--- src/rtl/rb_mult_share_ctrl.sv ---
// Two-requester sequencer for a shared multicycle array multiplier: arbitrate, launch, settle, capture, return.
// Optional ZERO_SKIP_EN: a zero operand bypasses the array and answers 0 on the next cycle.
//   state  | meaning
//   IDLE   | array operands frozen, waiting for a requester
//   RUN    | operands held while the array settles, count runs down
//   RESP   | product held on resp_* until the consumer takes it
module rb_mult_share_ctrl #(
  parameter int M      = 8,
  parameter int N      = 8,
  parameter int SETTLE = 3
) (
  input  logic           clk,
  input  logic           rst_n,
  input  logic           req0_valid,
  output logic           req0_ready,
  input  logic [M-1:0]   req0_a,
  input  logic [N-1:0]   req0_b,
  input  logic           req1_valid,
  output logic           req1_ready,
  input  logic [M-1:0]   req1_a,
  input  logic [N-1:0]   req1_b,
  output logic           resp_valid,
  input  logic           resp_ready,
  output logic           resp_id,
  output logic [M+N-1:0] resp_product,
  output logic [M-1:0]   mul_a,
  output logic [N-1:0]   mul_b,
  input  logic [M+N-1:0] mul_product,
  output logic           busy
);

  localparam int CW = (SETTLE > 1) ? $clog2(SETTLE) : 1;

  typedef enum logic [1:0] {S_IDLE, S_RUN, S_RESP} state_t;

  state_t         state_q, state_d;
  logic [CW-1:0]  count_q, count_d;
  logic [M-1:0]   mul_a_q, mul_a_d;
  logic [N-1:0]   mul_b_q, mul_b_d;
  logic [M+N-1:0] resp_product_q, resp_product_d;
  logic           resp_id_q, resp_id_d;
  logic           resp_valid_q, resp_valid_d;
  logic           rr_last_q, rr_last_d;

  logic           grant;
  logic           accept;
  logic           zero_op;
  logic [M-1:0]   sel_a;
  logic [N-1:0]   sel_b;

  // Contested cycles go to whoever did not win last time.
  always_comb begin
    grant = req1_valid;
    if (req0_valid && req1_valid) grant = ~rr_last_q;
    accept = rst_n && (state_q == S_IDLE) && (req0_valid || req1_valid);
    sel_a  = grant ? req1_a : req0_a;
    sel_b  = grant ? req1_b : req0_b;
`ifdef ZERO_SKIP_EN
    zero_op = (sel_a == '0) || (sel_b == '0);
`else
    zero_op = 1'b0;
`endif
  end

  assign req0_ready   = accept && !grant;
  assign req1_ready   = accept && grant;
  assign resp_valid   = resp_valid_q;
  assign resp_id      = resp_id_q;
  assign resp_product = resp_product_q;
  assign mul_a        = mul_a_q;
  assign mul_b        = mul_b_q;
  assign busy         = (state_q != S_IDLE);

  always_comb begin
    state_d        = state_q;
    count_d        = count_q;
    mul_a_d        = mul_a_q;
    mul_b_d        = mul_b_q;
    resp_product_d = resp_product_q;
    resp_id_d      = resp_id_q;
    resp_valid_d   = resp_valid_q;
    rr_last_d      = rr_last_q;
    case (state_q)
      S_IDLE: begin
        if (accept) begin
          resp_id_d = grant;
          rr_last_d = grant;
          if (zero_op) begin
            // Array is never touched, so its operands keep their old values.
            resp_product_d = '0;
            resp_valid_d   = 1'b1;
            state_d        = S_RESP;
          end else begin
            mul_a_d = sel_a;
            mul_b_d = sel_b;
            count_d = CW'(SETTLE - 1);
            state_d = S_RUN;
          end
        end
      end
      S_RUN: begin
        if (count_q == '0) begin
          resp_product_d = mul_product;
          resp_valid_d   = 1'b1;
          state_d        = S_RESP;
        end else begin
          count_d = count_q - CW'(1);
        end
      end
      S_RESP: begin
        if (resp_ready) begin
          resp_valid_d = 1'b0;
          state_d      = S_IDLE;
        end
      end
      default: state_d = S_IDLE;
    endcase
  end

  always_ff @(posedge clk) begin
    if (!rst_n) begin
      state_q        <= S_IDLE;
      count_q        <= '0;
      mul_a_q        <= '0;
      mul_b_q        <= '0;
      resp_product_q <= '0;
      resp_id_q      <= 1'b0;
      resp_valid_q   <= 1'b0;
      rr_last_q      <= 1'b1;
    end else begin
      state_q        <= state_d;
      count_q        <= count_d;
      mul_a_q        <= mul_a_d;
      mul_b_q        <= mul_b_d;
      resp_product_q <= resp_product_d;
      resp_id_q      <= resp_id_d;
      resp_valid_q   <= resp_valid_d;
      rr_last_q      <= rr_last_d;
    end
  end

endmodule

--- config.mk ---
export PLATFORM = sky130hd
export DESIGN_NAME = rb_mult_share_ctrl
export DESIGN_NICKNAME = d
export VERILOG_FILES = /design/src/rtl/rb_mult_share_ctrl.sv
export SDC_FILE = /design/constraint.sdc
export NUM_CORES = 1
export LEC_CHECK = 0
export ABC_AREA = 1
export CORE_UTILIZATION = 44
export CTS_BUF_LIST = sky130_fd_sc_hd__clkbuf_8
export DETAILED_ROUTE_END_ITERATION = 8
export PLACE_DENSITY = 0.87
export SLEW_MARGIN = 20
export SYNTH_ARGS = -nofsm -noshare
export SYNTH_HDL_FRONTEND = slang
export SYNTH_SLANG_ARGS = --single-unit
export TNS_END_PERCENT = 50
--- constraint.sdc ---
create_clock -name clk -period 2.6 [get_ports clk]
set_input_delay 0.65 -clock clk [delete_from_list [all_inputs] [get_ports clk]]
set_output_delay 0.65 -clock clk [all_outputs]
set_load 0.02 [all_outputs]
# == Word-level counts from Yosys, hierarchy flattened ==
# Index checks and enable logic that the tools add are counted.
# word_totals
reg_bits,39
in_bits,53
output_inout_bits,37
wordCells,46
# op_classes
addsub,1
eq_ne,6
muxes,13
bitwise_logic,1
reduce_logical,17
# ops
cell,n
$mux W8,2
$mux W2,5
$reduce_and A3 Y1,3
$ne A2 B2 Y1 const B,4
$pmux W2 S3,1
$reduce_bool A2 Y1,3
$logic_and A1 B1 Y1,5
$logic_not A2 Y1,2
$pmux W2 S2,1
$reduce_and A2 Y1,2
$mux W1,3
$eq A2 B1 Y1 const B,1
$eq A2 B2 Y1 const B,1
$pmux W1 S2,1
$sub A2 B1 Y2 const B,1
$logic_not A1 Y1,1
$logic_or A1 B1 Y1,1
$not A1 Y1,1

# == Depth between registers and ports, before layout ==
# Gate-level depths: netlist of run 1.
# depth
ltp_word,5
mapped_depth,8
mapped_depth_nobuf,7

# == Worst setup path before layout of run 1 ==
# No wires, ideal clock.
# synth_path
path_kind,input port to output port
from,in req1_valid
to,out req0_ready
t_arrival_ps,1423
t_required_ps,1950
slack_ps,527
stages,6
n_path_buf,2
cell_sequence,buf_6 inv_2 nand2_2 nand3_1 buf_2 nor2_1
# synth_between
elab_chain_cells,4
word_cells_on_any_way,6
cone_classes,mux: 1; reduce/logical: 5
# synth_lines
item,line_no,text
start: declaration,18,"input logic req1_valid,"
$logic_and A1 B1 Y1,54,if (req0_valid && req1_valid) grant = ~rr_last_q;
$mux W1,54,
$logic_not A1 Y1,65,assign req0_ready = accept && !grant;
$logic_and A1 B1 Y1 (*),65,
end: declaration,15,"output logic req0_ready,"
# Every way passes the cells marked *; elsewhere a longest branch is shown, timed or not.

# == Final worst setup path of run 1 ==
# layout_path
from,in rst_n
to,out req1_ready
# layout_between
elab_chain_cells,3
# layout_lines
item,line_no,text
start: declaration,13,"input logic rst_n,"
$logic_and A1 B1 Y1 (2 in a row),55,accept = rst_n && (state_q == S_IDLE) && (req0_valid || req1_valid);
$logic_and A1 B1 Y1,66,assign req1_ready = accept && grant;
end: declaration,19,"output logic req1_ready,"
# No other way between the ends.

==> impl_metrics.toml, run 1 <==
[critical_path]
cp_data_required_time_ns = 1.95
crit_arrival_ns = 1.86
crit_path_start_kind = "primary input"
criticalPathCategory = "in2out"
end_kind = "output pin"
crit_path_max_fanout = 3

[sta]
max_freq_mhz = 397.8
final_max_slew_viol_count = 0
holdWs_ns = 0.4639
tightestPinTransition_ns = 0.3393
max-slew-margin-rel = 0.7724
setup_viol = 0
rsz0062_at_grt = "false"
final_hold_viol_count = 0
fin_crit_ns = 2.514
finClkSkew_ns = 0.008514
setup_slack_ns = 0.08633
finalCritPeriodShare = 0.9668

[yosys]
synth_xor_area_frac = 0
synth_compound_area_frac = 0.1117
ys_ff_latch = 39
syn-instance-count = 241
synth.area.top_cells = "dfxtp_1 (45%), nand2_1 (19%), nand3_1 (11%)"
synth_cell_types = 19
synthAdderAreaFrac = 0.007252
synthMuxAreaShare = 0
yosys_warnings = 0
synth_largest_area_cell = "dfxtp_1"
syn_nets = 295
synth_top_family_by_area = "simple AND/OR/NAND/NOR gates"
seq_area_frac_synth = 0.4525
postSynthAreaPerCell_um2 = 7.159
synth_top_area_frac = 0.4525
yosys.area_share.simple = 0.3445
syn-cell-area_um2 = 1725

[grt]
grt_pass1_wl_um = 7776
antenna_found_initial = 0
grt_pass1_vias = 1789
grt_start_max_net_pins = 28
use_met1 = 0.2628
use_met3 = 0.05810
track_usage = 0.2398
use_met2 = 0.4263
top_usage_layer = "met2"
overflow = 0

[placement]
routabilityCongestion = 0.8657
io_buffers = 89
pre_cts_ws_ns = -0.1845
hpwl_um = 3389

[final_layout]
area_delta_synth_final_pct = 63.02
antenna_cells = 0
drive_gt1_frac = 0.09254
nets = 388
final.fill_count = 305
final_core_util = 0.7569

[drt]
drc = 0
vias = 1900
postRouteAntennaNets = 0
drtIter0Drc = 113
drt_wl_total_um = 4793
dr.pass1.iters = 4
via_per_inst = 4.961
drt-wirelength-per-cell_um = 12.51

[clock_network]
numCtsBuffers = 5
cts_tree = "done"
cts.path.max_buffers = 2
cts_root_buf = "clkbuf_8"
cts-htree-levels = 2
worstSkewPairLatency_ns = 0.29
clock-sinks = 39
clkTransAtPathRegs_ns = 0.08
postCtsSetupRepairBufs = 0

[floorplanning]
fp-row-count = 22
dieArea_um2 = 4176
io_pins = 90
core_um2 = 3716
dieWidth_um = 64.62
initial_core_util = 0.4643
die-height_um = 64.62

[power]
power_density_nw_per_um2 = 583.1
p_leak_nw = 1.155
irDropWorstVdd_v = 0.0003686

[worst_hold_path]
hold_path.class = "reg2reg"

[run_status]
outcome = "finished clean"

[flow_run]
maxCapViolCount = 0
## power breakdown
part | total, mW | internal (mW) | switching [mW]
clock network | 0.599 | 0.383 | 0.217
logic | 0.386 | 0.191 | 0.195
registers | 0.655 | 0.635 | 0.0197
total | 1.64 | 1.21 | 0.432
## registers in the layout, indices dropped and copies added (netlist names)
register	count
resp_product	16
mul_b	8
resp_id	1
rr_last_q	1
state_q	2
mul_a	8
count_q	2
resp_valid	1
## cells by family (layout without fill, tap and decap cells)
| logic type | after synthesis | in the layout |
|---|---|---|
| AND/OR/NAND/NOR | 136 | 136 |
| flip-flops | 39 | 39 |
| AO/OA/AOI/OAI | 37 | 37 |
| buffers and inverters | 28 | 122 |
| adder cells (fa/ha/maj) | 1 | 1 |
## layer usage
layer / routed length, µm / part of all wire / up-vias
li1: - / - / 964
met1: 2046 / 0.43 / 868
met2: 2378 / 0.50 / 54
met3: 218 / 0.045 / 14
met4: 148 / 0.031 / 0
met5: 0 / 0 / -
## cell type report
type | count | area, µm² | share of cell area
Clock buffer | 5 | 68.82 | 0.02447
Clock inverter | 3 | 67.56 | 0.02402
Inverter | 14 | 52.55 | 0.01868
Multi-Input combinational cell | 174 | 799.5 | 0.2843
Sequential cell | 39 | 780.7 | 0.2776
Tap cell | 48 | 60.06 | 0.02135
Timing Repair Buffer | 100 | 983.4 | 0.3496
## worst paths after layout
check	slack [ns]	cells past startpoint	end	startpoint
worst min register to register	0.46	2	resp_valid	resp_valid
worst max-delay path	0.09	6	req1_ready	rst_n
worst max register to register	1.20	6	resp_product[8]	count_q[0]
worst min-delay path	0.46	2	resp_valid	resp_valid
## timing repair
| action | 4_1_cts | 5_1_grt |
|---|---|---|
| endpoints found under the setup margin | 2 | 0 |
| resized for setup | 2 | 0 |
| hold buffers | 0 | 0 |
| endpoints found under the hold margin | 0 | 0 |
## cells in the mapped netlist
| cell | instances |
|---|---|
| clkinv_1 | 1 |
| nor2_1 | 2 |
| nand2_1 | 88 |
| clkbuf_1 | 1 |
| ha_1 | 1 |
| buf_4 | 2 |
| nor2_8 | 1 |
| nand2_2 | 5 |
| nand3_1 | 37 |
| nand3b_1 | 1 |
| dfxtp_1 | 39 |
| a21oi_1 | 35 |
| nand4_1 | 1 |
| buf_2 | 8 |
| buf_6 | 3 |
| inv_1 | 10 |
| inv_2 | 3 |
| nor2_2 | 1 |
| a21oi_2 | 2 |
## through the flow
step	TNS, ns	area [µm²]	power (mW)	cells
floorplan	0	1725	0.8663	241
global placement	-0.2986	2679	1.048	375
detailed placement	-0.3180	2679	1.055	375
CTS	0	2813	1.648	383
global route	0	2813	1.711	383
finish	0	2813	1.640	383
## cells in the final DEF (no fill, tap or decap), drive strengths merged
master	instances
nor2	4
nand4	1
ha	1
nand2	93
inv	13
clkdlybuf4s50	87
nand3b	1
bufinv	2
a21oi	37
buf	11
nand3	37
clkbuf	5
dlygate4sd2	2
clkinvlp	1
clkinv	1
dfxtp	39
## worst max-delay path, stage by stage
cell and delay, ns:
clkdlybuf4s50_1 0.56, nand2_2 0.12, nor2_8 0.10, nand2_1 0.07, inv_1 0.05, dlygate4sd2_1 0.32
Note: power is estimated with default switching activity, not from simulation.
==> inputs of run 2 (changes only) <==
--- a/config.mk
+++ b/config.mk
@@ -8,7 +8,9 @@
 export ABC_AREA = 1
 export CORE_UTILIZATION = 44
 export CTS_BUF_LIST = sky130_fd_sc_hd__clkbuf_8
+export CTS_CLUSTER_DIAMETER = 40
 export DETAILED_ROUTE_END_ITERATION = 8
+export HOLD_SLACK_MARGIN = 0.03
 export PLACE_DENSITY = 0.87
 export SLEW_MARGIN = 20
 export SYNTH_ARGS = -nofsm -noshare
==> results of run 2 <==
The final DEF is identical to that of run 1; final timing and power are the same.
==> inputs of run 3 (changes only) <==
--- a/config.mk
+++ b/config.mk
@@ -12,7 +12,6 @@
 export DETAILED_ROUTE_END_ITERATION = 8
 export HOLD_SLACK_MARGIN = 0.03
 export PLACE_DENSITY = 0.87
-export SLEW_MARGIN = 20
 export SYNTH_ARGS = -nofsm -noshare
 export SYNTH_HDL_FRONTEND = slang
 export SYNTH_SLANG_ARGS = --single-unit
==> results of run 3 <==
The final DEF is identical to that of run 1; final timing and power are the same.
